**config.mk**
```make
export PLATFORM = sky130hd
export DESIGN_NAME = weight_loader
export DESIGN_NICKNAME = d
export VERILOG_FILES = /design/src/rtl/weight_loader_pkg.sv /design/src/rtl/weight_loader.sv
export SDC_FILE = /design/constraint.sdc
export NUM_CORES = 1
export LEC_CHECK = 0
export ABC_CLOCK_PERIOD_IN_PS = 5100
export CORE_UTILIZATION = 49
export DETAILED_ROUTE_END_ITERATION = 10
export GPL_ROUTABILITY_DRIVEN = 0
export PLACE_DENSITY = 0.82
export SLEW_MARGIN = 20
export SYNTH_ARGS = -nofsm -noshare
export SYNTH_HDL_FRONTEND = slang
export SYNTH_SLANG_ARGS = --single-unit
```
**constraint.sdc**
```tcl
create_clock -name clk -period 5.1 [get_ports clk]
set_input_delay 1.02 -clock clk [delete_from_list [all_inputs] [get_ports clk]]
set_output_delay 1.02 -clock clk [all_outputs]
set_load 0.02 [all_outputs]
```
**src/rtl/weight_loader_pkg.sv**
```systemverilog
// Shared configuration for the weight loader: default tile geometry, word width
// and the loader FSM state type.
package weight_loader_pkg;

    localparam int sys_cols   = 4;
    localparam int W_BITWIDTH = 8;
    localparam int W_rows     = 3;

    typedef enum logic [1:0] {
        FILL   = 2'd0,
        LOADED = 2'd1,
        DRAIN  = 2'd2
    } wl_state_t;

endpackage

```
**src/rtl/weight_loader.sv**
```systemverilog
// Weight loader: scatters a row-major weight tile across per-column FIFOs, holds
// it until start, then strobes the weight buffer once per tile row.
module weight_loader
    import weight_loader_pkg::*;
#(
    parameter int COLS = sys_cols,
    parameter int DW   = W_BITWIDTH,
    parameter int ROWS = W_rows
) (
    input  logic            clk,
    input  logic            rst,
    input  logic            in_valid,
    output logic            in_ready,
    input  logic [DW-1:0]   in_data,
    input  logic [COLS-1:0] col_full,
    output logic [COLS-1:0] wr_en,
    output logic [DW-1:0]   wr_data,
    input  logic            start,
    output logic            read,
    output logic            tile_loaded,
    output logic            done
);

    // A single column still needs a one-bit pointer to stay a legal vector.
    localparam int CPW = (COLS > 1) ? $clog2(COLS) : 1;
    localparam int RCW = $clog2(ROWS + 1);
    localparam logic [CPW-1:0] COL_LAST = CPW'(COLS - 1);
    localparam logic [RCW-1:0] ROW_LAST = RCW'(ROWS - 1);

    wl_state_t       state_r;
    wl_state_t       state_s;
    logic [CPW-1:0]  col_ptr_r;
    logic [CPW-1:0]  col_ptr_s;
    logic [RCW-1:0]  row_cnt_r;
    logic [RCW-1:0]  row_cnt_s;
    logic [RCW-1:0]  drain_cnt_r;
    logic [RCW-1:0]  drain_cnt_s;
    logic [COLS-1:0] wr_en_r;
    logic [DW-1:0]   wr_data_r;
    logic            done_r;
    logic            done_s;
    logic            in_ready_s;
    logic            fire_s;

    function automatic logic [COLS-1:0] col_onehot(input logic [CPW-1:0] idx);
        logic [COLS-1:0] one;
        one    = '0;
        one[0] = 1'b1;
        return one << idx;
    endfunction

    // Accept only while filling and the addressed column has room; never during reset.
    always_comb begin
        if (!rst && (state_r == FILL) && !col_full[col_ptr_r]) begin
            in_ready_s = 1'b1;
        end else begin
            in_ready_s = 1'b0;
        end
    end

    assign fire_s = in_valid & in_ready_s;

    // Next-state and counter update for the fill / hold / drain sequence.
    always_comb begin
        state_s     = state_r;
        col_ptr_s   = col_ptr_r;
        row_cnt_s   = row_cnt_r;
        drain_cnt_s = drain_cnt_r;
        done_s      = 1'b0;
        case (state_r)
            FILL: begin
                if (fire_s) begin
                    if (col_ptr_r == COL_LAST) begin
                        col_ptr_s = '0;
                        if (row_cnt_r == ROW_LAST) begin
                            row_cnt_s = '0;
                            state_s   = LOADED;
                        end else begin
                            row_cnt_s = row_cnt_r + RCW'(1);
                        end
                    end else begin
                        col_ptr_s = col_ptr_r + CPW'(1);
                    end
                end else begin
                    col_ptr_s = col_ptr_r;
                end
            end
            LOADED: begin
                if (start) begin
                    state_s     = DRAIN;
                    drain_cnt_s = '0;
                end else begin
                    state_s = LOADED;
                end
            end
            DRAIN: begin
                if (drain_cnt_r == ROW_LAST) begin
                    drain_cnt_s = '0;
                    state_s     = FILL;
                    done_s      = 1'b1;
                end else begin
                    drain_cnt_s = drain_cnt_r + RCW'(1);
                end
            end
            default: begin
                state_s     = FILL;
                col_ptr_s   = '0;
                row_cnt_s   = '0;
                drain_cnt_s = '0;
            end
        endcase
    end

    // State, counters and the registered FIFO write port.
    always_ff @(posedge clk) begin
        if (rst) begin
            state_r     <= FILL;
            col_ptr_r   <= '0;
            row_cnt_r   <= '0;
            drain_cnt_r <= '0;
            wr_en_r     <= '0;
            wr_data_r   <= '0;
            done_r      <= 1'b0;
        end else begin
            state_r     <= state_s;
            col_ptr_r   <= col_ptr_s;
            row_cnt_r   <= row_cnt_s;
            drain_cnt_r <= drain_cnt_s;
            done_r      <= done_s;
            if (fire_s) begin
                wr_en_r   <= col_onehot(col_ptr_r);
                wr_data_r <= in_data;
            end else begin
                wr_en_r   <= '0;
                wr_data_r <= wr_data_r;
            end
        end
    end

    assign in_ready    = in_ready_s;
    assign wr_en       = wr_en_r;
    assign wr_data     = wr_data_r;
    assign read        = (state_r == DRAIN);
    assign tile_loaded = (state_r == LOADED);
    assign done        = done_r;

endmodule

```
# Yosys cells after proc, flatten, opt, wreduce, memory -nomap -nowiden
# Cells that the tools add are included.
# totals
ff_bits	21
# op_classes
addsub	3
order_cmp	1
n_eq_ne	10
n_shift	1
muxes	20
n_bitwise	5
reduce_logical	12
# ops
cell	n
$mux W2	12
$pmux W2 S3	2
$eq A2 B2 Y1 const B	4
$pmux W2 S2	2
$add A2 B1 Y2 const B	3
$ne A2 B1 Y1 const B	3
$reduce_or A2 Y1	3
$ne A2 B2 Y1 const B	2
$not A1 Y1	4
$reduce_and A2 Y1	2
$reduce_and A4 Y1	1
$shl A1 B2 Y4 const A	1
$lt A2 B3 Y1 const B	1
$mux W1	3
$reduce_and A3 Y1	1
$bmux W1 S2	1
$eq A2 B1 Y1 const B	1
$logic_and A1 B1 Y1	2
$logic_not A1 Y1	2
$logic_not A2 Y1	1
$and A1 B1 Y1	1

# Longest topological paths before layout
# depth
depth_word	8
ltp_mapped	7
ltp_nobuf	6

# Least setup slack after synthesis
# OpenSTA, ideal clock, no wires.
# synth_path
kind	input -> output
startpoint	input col_full[1]
endpoint	output in_ready
t_arrival_ns	1.727
required_time_ns	4.080
slack_ns	2.353
path_stages	3
path_cell_list	mux2_2 -> o21ai_0 -> and3_1
# synth_between
elab_chain_len	5
# synth_rtl
element	line_no	text
start: declaration	weight_loader.sv:15	input logic [COLS-1:0] col_full,
$bmux W1 S2	weight_loader.sv:54	if (!rst && (state_r == FILL) && !col_full[col_ptr_r]) begin
$mux W1 (implied by the code)	weight_loader.sv:54	
$logic_not A1 Y1	weight_loader.sv:54	
$logic_and A1 B1 Y1	weight_loader.sv:54	
$mux W1	weight_loader.sv:54	
end: declaration	weight_loader.sv:13	output logic in_ready,
# Every way passes these cells. The select of a mux whose other input is x is not followed.

# Worst setup path after layout
# layout_path
startpoint	input rst
endpoint	output in_ready
# layout_between
elab_chain_len	4
# layout_rtl
element	line_no	text
start: declaration	weight_loader.sv:11	input logic rst,
$logic_not A1 Y1	weight_loader.sv:54	
$logic_and A1 B1 Y1 (2 in series)	weight_loader.sv:54	
$mux W1	weight_loader.sv:54	
# Every way passes these cells.

==> results.md <==
- Post-synthesis xor/xnor area fraction: 0%
- Synth Area in Compound Gates: 23.19%
- Seq pwr share: 57.9%
- Die width: 48.34 um
- Fill cells: 153
- Clock network power share: 27.1%
- Io pins: 32
- Synth warnings: 0
- Post-CTS resize count: 0
- H-tree level count: 1
- Area of the multi-input gates: 554.3 um^2
- Setup TNS: 0 ps
- Die height: 48.34 um
- Final Max Tran Viols: 0
- WP data arrival: 2940 ps
- Cell Pwr Density: 213.9 mW/mm^2
- Async set-reset flop share out of synthesis: 0%
- Mapped cell area: 0.001052 mm^2
- Outcome: completed
- Final core occ: 69.44%
- Tmin final: 3965 ps
- Sequential fraction of the synthesis area: 39.95%
- Tcrit/Tclk final: 77.74%
- Ys flop type: dfxtp_1
- Drt drc: 0
- Synth cell types: 39
- Vias in the first global route: 871
- RSZ-0062 raised after global routing: false
- Logic gate share of total power: 15.0%
- Syn_area_per_cell: 9.150 um^2
- Simple-gate area share of the yosys netlist: 20.69%
- Adder-cell share of the synthesized area: 4.756%
- Root Buffer: clkbuf_4
- Post-CTS Setup Inserts: 0
- Top cells by area, synth: dfxtp_1, a21oi_1, o21ai_0
- Port bufs: 31
- Vias/cell: 5.594
- Hold Fails Final Rpt: 0
- Register area: 420.4 um^2
- Antenna cells: 0
- Later-pin clock latency in the skew report: 300 ps
- Num rows: 16
- Setup Crit Path Kind: input pin to primary output
- Slew @ Worst Pin: 745.0 ps
- Area share of the largest cell type after synthesis: 39.95%
- Drt first-iter violations: 29
- Clock transition at the registers of the reported paths: 110 ps
- Worst-path maximum fanout: 21
- Cell count after synthesis: 115
- Hold bufs inserted after CTS: 0
- GRT overflow: 0
- Internal power: 0.0002205 W
- Peak supply drop: 0.0001881 V
- Layout Skew: 8.766 ps
- Vias: 951
- Final setup violation count: 0
- Initial antenna violation count: 0
- Max Cap Viol: 0
- Syn Nets: 135
- Share of layout cells above drive strength 1: 9.790%
- Largest net degree at the start of global routing: 22
- FF+latch count, synth: 21
- Worst Setup End Kind: primary output
- Core area: 0.001982 mm^2
- CTS buffer count: 3
- Max transition margin: 50.17%
- Net Switching: 0.00007388 W
- Hold WC Path Type: register to register
- Worst slack, placed: 1166 ps
- Pre-antenna DRT Iters: 4
- Total Nets Final: 164
- GRT Total Usage: 20.32%
- Worst Setup Slack, final: 1135 ps
- Most frequent cells in the layout: clkdlybuf4s50_1, dfxtp_1, a21oi_1, o21ai_0, nand3_1
- Static leakage: 0.4678 nW
- Routed Antenna Nets: 0
- Leading area contributor after synthesis: dfxtp_1
- Mux contribution to synthesized area: 4.043%
- Die Area: 0.002337 mm^2
- Post-synth EDFFs: 0
- WL/cell: 13.64 um
- Commonest non-fill, non-tap cell in the layout: clkdlybuf4s50_1
- Worst Setup Start Kind: input pin
- Max Freq: 252.2 MHz
- Switching portion of total power: 25.09%
- Worst Path Required: 4080 ps
- Final wirelength: 2318 um
- Largest family of logic cells by synthesized area: compound AO/OA/AOI/OAI gates
- HPWL Detailed: 1639 um
- Starting Density: 53.09%
- First-pass GRT wire length: 3836 um
- Max clock buf depth: 2
- Sinks on Clock Net: 21
- CTS tree: done
- Area grow syn2layout: 30.80%
==> final timing paths <==
path / start / to / slack, ps / depth (start not counted)
worst min-delay path: drain_cnt_r[0]$_SDFFE_PP0P_ / drain_cnt_r[0]$_SDFFE_PP0P_ / 480 / 2
worst max-delay path: rst / in_ready / 1140 / 4
worst max register to register: state_r[1]$_SDFFE_PP0P_ / drain_cnt_r[1]$_SDFFE_PP0P_ / 2830 / 6
worst min register to register: drain_cnt_r[0]$_SDFFE_PP0P_ / drain_cnt_r[0]$_SDFFE_PP0P_ / 480 / 2
==> cell type report <==
cell class | count | area share (%)
Clock buffer | 3 | 1.636
Timing Repair Buffer | 31 | 22.55
Tap cell | 27 | 2.455
Multi-Input combinational cell | 79 | 40.27
Inverter | 8 | 2.182
Clock inverter | 1 | 0.3636
Sequential cell | 21 | 30.55
==> flip-flops by register name (all words and copies together) (netlist names) <==
name,cells
done,1
col_ptr_r,2
wr_en,4
drain_cnt_r,2
state_r,2
row_cnt_r,2
wr_data,8
==> per-stage QoR <==
stage | area, um^2 | power (W) | hold WS, ps | std cells
2_1_floorplan | 1052 | 0.0001976 | 442.8 | 115
3_3_place_gp | 1349 | 0.0002173 | 456.7 | 166
3_5_place_dp | 1349 | 0.0002178 | 460.2 | 166
4_1_cts | 1376 | 0.0002968 | 477.3 | 170
5_1_grt | 1376 | 0.0003073 | 499.6 | 170
6_report | 1376 | 0.0002944 | 476.6 | 170
==> cells by family after synthesis <==
| group | Yosys count |
|---|---|
| AOI/OAI and AO/OA | 36 |
| and+or+nand+nor | 35 |
| DFF | 21 |
| buffers and inverters | 15 |
| muxes | 4 |
| adders and majority gates | 4 |
==> power groups by stage <==
stage               clock network [W]  registers (W)  logic [W]
CTS                         0.0000823       0.000170  0.0000440
global placement                    0       0.000174  0.0000432
detailed placement                  0       0.000174  0.0000437
finish                      0.0000796       0.000171  0.0000442
global route                0.0000886       0.000171  0.0000474
floorplan                           0       0.000176  0.0000213
==> cells in the mapped netlist (2+ instances only) <==
cell type / count
ha_1: 4
buf_6: 2
o21ai_0: 12
nand2b_1: 2
nor4_1: 3
nand3b_1: 2
mux2i_1: 2
o211ai_1: 2
dfxtp_1: 21
inv_1: 8
mux2_2: 2
nand3_1: 11
buf_2: 2
a21oi_1: 13
nand2_1: 4
clkbuf_1: 2
==> critical path, cell delays in order <==
cell and delay (ps):
clkdlybuf4s50_1 950, inv_1 230, and3_1 200, clkdlybuf4s50_1 530
==> routing by layer <==
layer | vias up | GRT usage [%] | routed length [um]
met5 | - | 0 | 0
met4 | 0 | 7.843 | 9
met3 | 2 | 2.201 | 88
met2 | 22 | 33.80 | 1125
met1 | 444 | 27.08 | 1094
li1 | 483 | - | -
Note: power is estimated with default switching activity, not from simulation.
